$ cat src/rtl/vending_txn_ctrl.sv
// Purpose: 20-cent vending transaction controller: coin credit, stock, dispense and change handshakes.
// Latency: coin accepted in cycle N shows in credit (and vend_req if price reached) in N+1; acks act next cycle.
// Backpressure: none; coins that cannot be taken are bounced via a one-cycle coin_reject pulse.
//
// Ports:
//   clk, rst_n          clock (rising edge), async active-low reset
//   coin[1:0]           01=5c, 10=10c, 00=idle, 11=invalid
//   cancel              level, refund current credit (COLLECT only)
//   restock             pulse, stock <= STOCK_INIT in any state
//   vend_ack, chg_ack   motor done / one nickel ejected pulses
//   vend_req, chg_req   handshake requests (decoded from state/credit)
//   coin_reject         registered one-cycle pulse
//   credit, stock       current credit in cents, items remaining
//   sold_out, busy      stock==0, state!=IDLE
// Optional: define VENDING_AUDIT_EN to add saturating sales_cnt / refund_cnt outputs.

module vending_txn_ctrl #(
    parameter int PRICE       = 20,
    parameter int CREDIT_MAX  = 35,
    parameter int STOCK_INIT  = 8,
    parameter int TIMEOUT_CYC = 1000
) (
    input  logic       clk,
    input  logic       rst_n,
    input  logic [1:0] coin,
    input  logic       cancel,
    input  logic       restock,
    input  logic       vend_ack,
    input  logic       chg_ack,
    output logic       vend_req,
    output logic       chg_req,
    output logic       coin_reject,
    output logic [5:0] credit,
    output logic [7:0] stock,
    output logic       sold_out,
    output logic       busy
`ifdef VENDING_AUDIT_EN
    ,
    output logic [15:0] sales_cnt,
    output logic [15:0] refund_cnt
`endif
);

    localparam logic [1:0] ST_IDLE    = 2'd0;
    localparam logic [1:0] ST_COLLECT = 2'd1;
    localparam logic [1:0] ST_VEND    = 2'd2;
    localparam logic [1:0] ST_CHANGE  = 2'd3;

    localparam int              TW        = $clog2(TIMEOUT_CYC);
    localparam logic [TW-1:0]   TIMER_END = TW'(TIMEOUT_CYC - 1);
    localparam logic [6:0]      PRICE_W   = 7'(PRICE);
    localparam logic [6:0]      CMAX_W    = 7'(CREDIT_MAX);

    logic [1:0]    state, state_nxt;
    logic [TW-1:0] timer;
    logic [6:0]    coin_val;
    logic [6:0]    credit_sum;
    logic          accept;
    logic          vend_done;
    logic          chg_take;
    logic [5:0]    credit_after_vend;
    logic [5:0]    credit_after_chg;
    logic          refund_entry;

    always_comb begin
        coin_val = 7'd0;
        case (coin)
            2'b01:   coin_val = 7'd5;
            2'b10:   coin_val = 7'd10;
            default: coin_val = 7'd0;
        endcase
    end

    assign credit_sum = {1'b0, credit} + coin_val;

    // Coin 11 has zero value, so it can never satisfy the acceptance test.
    assign accept = ((state == ST_IDLE) || (state == ST_COLLECT)) &&
                    (stock != 8'd0) && !cancel &&
                    (coin_val != 7'd0) && (credit_sum <= CMAX_W);

    assign vend_done         = (state == ST_VEND) && vend_ack;
    assign chg_take          = (state == ST_CHANGE) && chg_ack && (credit != 6'd0);
    assign credit_after_vend = credit - 6'(PRICE);
    assign credit_after_chg  = credit - 6'd5;

    always_comb begin
        state_nxt    = state;
        refund_entry = 1'b0;
        case (state)
            ST_IDLE: begin
                // With small prices a single coin could already reach the price.
                if (accept)
                    state_nxt = (credit_sum >= PRICE_W) ? ST_VEND : ST_COLLECT;
            end
            ST_COLLECT: begin
                if (cancel) begin
                    state_nxt    = ST_CHANGE;
                    refund_entry = 1'b1;
                end else if (accept) begin
                    if (credit_sum >= PRICE_W)
                        state_nxt = ST_VEND;
                end else if (timer == TIMER_END) begin
                    // An accepted coin restarts the idle window, so timeout only fires on a coinless cycle.
                    state_nxt    = ST_CHANGE;
                    refund_entry = 1'b1;
                end
            end
            ST_VEND: begin
                if (vend_ack)
                    state_nxt = (credit_after_vend != 6'd0) ? ST_CHANGE : ST_IDLE;
            end
            ST_CHANGE: begin
                if (chg_take && (credit_after_chg == 6'd0))
                    state_nxt = ST_IDLE;
            end
            default: state_nxt = ST_IDLE;
        endcase
    end

    always_ff @(posedge clk or negedge rst_n) begin
        if (!rst_n) begin
            state       <= ST_IDLE;
            credit      <= 6'd0;
            timer       <= '0;
            coin_reject <= 1'b0;
        end else begin
            state       <= state_nxt;
            coin_reject <= (coin != 2'b00) && !accept;

            if (accept)
                credit <= credit_sum[5:0];
            else if (vend_done)
                credit <= credit_after_vend;
            else if (chg_take)
                credit <= credit_after_chg;

            if ((state == ST_COLLECT) && (state_nxt == ST_COLLECT) && !accept)
                timer <= timer + 1'b1;
            else
                timer <= '0;
        end
    end

    // Restock takes priority over the sale decrement in the same cycle.
    always_ff @(posedge clk or negedge rst_n) begin
        if (!rst_n)
            stock <= 8'(STOCK_INIT);
        else if (restock)
            stock <= 8'(STOCK_INIT);
        else if (vend_done)
            stock <= stock - 8'd1;
    end

    assign vend_req = (state == ST_VEND);
    assign chg_req  = (state == ST_CHANGE) && (credit != 6'd0);
    assign sold_out = (stock == 8'd0);
    assign busy     = (state != ST_IDLE);

`ifdef VENDING_AUDIT_EN
    always_ff @(posedge clk or negedge rst_n) begin
        if (!rst_n) begin
            sales_cnt  <= 16'd0;
            refund_cnt <= 16'd0;
        end else begin
            if (vend_done && (sales_cnt != 16'hFFFF))
                sales_cnt <= sales_cnt + 16'd1;
            if (refund_entry && (refund_cnt != 16'hFFFF))
                refund_cnt <= refund_cnt + 16'd1;
        end
    end
`endif

endmodule

$ cat config.mk
export PLATFORM = sky130hd
export DESIGN_NAME = vending_txn_ctrl
export DESIGN_NICKNAME = d
export VERILOG_FILES = /design/src/rtl/vending_txn_ctrl.sv
export SDC_FILE = /design/constraint.sdc
export NUM_CORES = 1
export LEC_CHECK = 0
export ABC_AREA = 1
export CAP_MARGIN = 25
export CELL_PAD_IN_SITES_DETAIL_PLACEMENT = 0
export CELL_PAD_IN_SITES_GLOBAL_PLACEMENT = 1
export CORE_MARGIN = 2
export CORE_UTILIZATION = 43
export DETAILED_ROUTE_END_ITERATION = 8
export HOLD_SLACK_MARGIN = 0.05
export PLACE_DENSITY = 0.95
export SLEW_MARGIN = 20
export SYNTH_ARGS = -nofsm -noshare
export SYNTH_HDL_FRONTEND = slang
export SYNTH_SLANG_ARGS = --single-unit
$ cat constraint.sdc
create_clock -name clk -period 5.4 [get_ports clk]
set_clock_uncertainty 0.2 [all_clocks]
set_input_delay 1.08 -clock clk [delete_from_list [all_inputs] [get_ports clk]]
set_output_delay 1.08 -clock clk [all_outputs]
set_load 0.05 [all_outputs]
==> results_dict.tcl <==
set metrics [dict create \
    power_switching_share_pct 54.4 \
    post-cts-setup-buffers 0 \
    synth_edf_count 0 \
    wl_mm 4.58 \
    critPathRequiredTime_ps 5400 \
    synth.distinct_cells 34 \
    post-route-min-period_ps 3800 \
    numCtsBuffers 3 \
    hold_violations 0 \
    drv_cap 0 \
    clkLatencyLatePin_ps 270 \
    wire_per_inst_um 12.7 \
    slew_headroom_pct 66.0 \
    dr_total_vias 1827 \
    cts.hold.buffers_added 0 \
    cp.arrival_ps 3810 \
    cts_tree "done" \
    synth_area_leaders "dfrtp_1, nand2_1, ha_1" \
    hold_ws_ps 275 \
    criticalPathCategory "input port to register" \
    cp-start-kind "input port" \
    drive_gt1_share_pct 9.80 \
    powerDensity_mw_per_mm2 521 \
    clock_path_buffers 2 \
    synth_warnings 0 \
    ys_ff_latch 27 \
    fin_util_pct 51.5 \
    first_iter_violations 83 \
    min_period_over_period_pct 70.4 \
    ctsResizeCount 0 \
    fmax_mhz 263 \
    die_w_um 73.0 \
    drt-vias-per-instance 5.08 \
    crit_fanout 10 \
    final.setup.tns_ps 0 \
    worst_pin_slew_ps 509 \
    clockPowerShare_pct 9.6 \
    syn-num-nets 302 \
    final_common_cell "nand2_1" \
    place.gp.congestion 0.830 \
    firstDrtPassIters 4 \
    synth.cell_area_mm2 0.00205 \
    start_util_pct 44.0 \
    yosysSeqAreaShare_pct 33.0 \
    fillCellCount 441 \
    synth_top_cell_by_area "dfrtp_1" \
    clkTransAtPathRegs_ps 100 \
    grt_pass1_vias 1741 \
    cts.sinks 27 \
    layout_common_cells "nand2_1, inv_1, nor2_1, dfrtp_1, clkdlybuf4s50_1" \
    cts-htree-levels 1 \
    switchingPower_uw 681 \
    area_growth_syn_to_layout_pct 17.2 \
    reg2reg_depth 16 \
    antenna_cells 0 \
    ir_worst_vdd_mv 0.265 \
    p_leak_uw 0.00116 \
    p_seq_share_pct 26.0 \
    cts_root_buf "clkbuf_8" \
    seqCellArea_um2 677 \
    coreArea_mm2 0.00466 \
    drv_slew 0 \
    worstHoldPathType "register to register" \
    grt_pass1_wl_mm 7.71 \
    pre_cts_ws_ps 1290 \
    multi_input_area_mm2 0.00118 \
    drc 0 \
    grt.overflow.total 0 \
    status "finished, final reports clean" \
    endpoint_kind "register" \
    die_h_um 73.0 \
    synthCells 279 \
    synthArstFlopShare_pct 100 \
    finalWorstSetupSlack_ps 1600 \
    dp_hpwl_mm 3.64 \
    dieArea_mm2 0.00533 \
    fin_nets 330 \
    grt_max_degree 28 \
    yosysTopAreaCellShare_pct 31.7 \
    hold-path-cell-count 1 \
    ios 27 \
    antenna_found_initial 0 \
    num_rows 25 \
    setup_viol 0 \
    synth_top_flop_cell "dfrtp_1" \
    antenna_left 0 \
    p_int_uw 570 \
    grt_use_total_pct 18.5 \
    total_power_uw 1250 \
    rsz0062_at_grt "false" \
    port_buffers 26 \
    power_frac_comb_pct 64.4 \
    avgSynthCellArea_um2 7.35 \
]
==> metrics by stage <==
| stage | instance area (um2) | cells |
|---|---|---|
| finish | 2400 | 360 |
| global route | 2400 | 360 |
| CTS | 2400 | 360 |
| detailed placement | 2350 | 356 |
| global placement | 2350 | 356 |
| floorplan | 2050 | 279 |
==> critical path, stage by stage <==
cell and delay, ps:
clkdlybuf4s50_1 510, inv_1 90, ha_1 240, inv_1 100, nand2_1 60, nand2_1 80, clkinv_1 90, ha_1 190
inv_1 40, nand2_1 70, xor2_1 290, nand3_1 120, nand2_1 70, nand3_1 130, nand3_1 120, nand3_1 90
nand2_2 90, nand4_4 180, nor2_1 160
==> logic make-up (layout without fill, tap and decap cells) <==
family | after synthesis | after routing | share of synthesized area (%)
and+or+nand+nor | 140 | 140 | 31.7
DFF | 27 | 27 | 33.0
AOI/OAI and AO/OA | 35 | 35 | 9.65
adders and majority gates | 15 | 15 | 9.16
xor gates and xnor gates | 16 | 16 | 6.84
buffers and inverters | 46 | 73 | 9.58
==> synthesized netlist by cell type (5+ instances only) <==
cell / count
a21oi_1: 6
dfrtp_1: 26
ha_1: 15
inv_1: 37
nand2_1: 66
nand2_2: 5
nand3_1: 21
nand4_1: 5
nor2_1: 26
nor2_2: 7
o21ai_0: 20
xnor2_1: 5
xor2_1: 11
==> worst paths after layout <==
| path | startpoint | endpoint | slack, ps |
|---|---|---|---|
| max | coin[0] | timer[8]$_DFF_PN0_ | 1600 |
| min | timer[0]$_DFF_PN0_ | timer[0]$_DFF_PN0_ | 270 |
| max in group asynchronous | rst_n | stock[3]$_DFFE_PN1P_ | 3720 |
| min in group asynchronous | rst_n | state[0]$_DFF_PN0_ | 970 |
| max reg2reg | credit[1]$_DFFE_PN0P_ | timer[8]$_DFF_PN0_ | 2790 |
| min reg2reg | timer[0]$_DFF_PN0_ | timer[0]$_DFF_PN0_ | 270 |
==> power by group through the flow <==
| stage | clock (uW) | sequential, uW | combinational (uW) |
|---|---|---|---|
| after floorplan | 0 | 411 | 521 |
| after global placement | 0 | 328 | 805 |
| after detailed placement | 0 | 328 | 810 |
| after CTS | 123 | 324 | 812 |
| after global routing | 130 | 335 | 900 |
| final | 120 | 325 | 805 |
==> metal layers <==
layer	vias up	track usage [%]	part of all wire, %	routed length (um)
met4	0	8.02	2.0	93
li1	946	-	-	-
met5	-	0	0	0
met1	839	24.3	47	2160
met3	10	1.66	2.3	107
met2	32	30.9	49	2220
==> area by class of cell <==
cell class	count	share of cell area (%)
multi-input combinational	206	49.0
tap	54	2.81
clock buffer	3	1.72
timing repair buffer	27	11.1
inverter	42	6.87
sequential	27	28.2
clock inverter	1	0.313
==> flip-flops by register name, indices dropped and copies added (netlist names) <==
name and cells:
stock 8, coin_reject 1, timer 10, state 2
credit 6
Note: power is estimated with default switching activity, not from simulation.
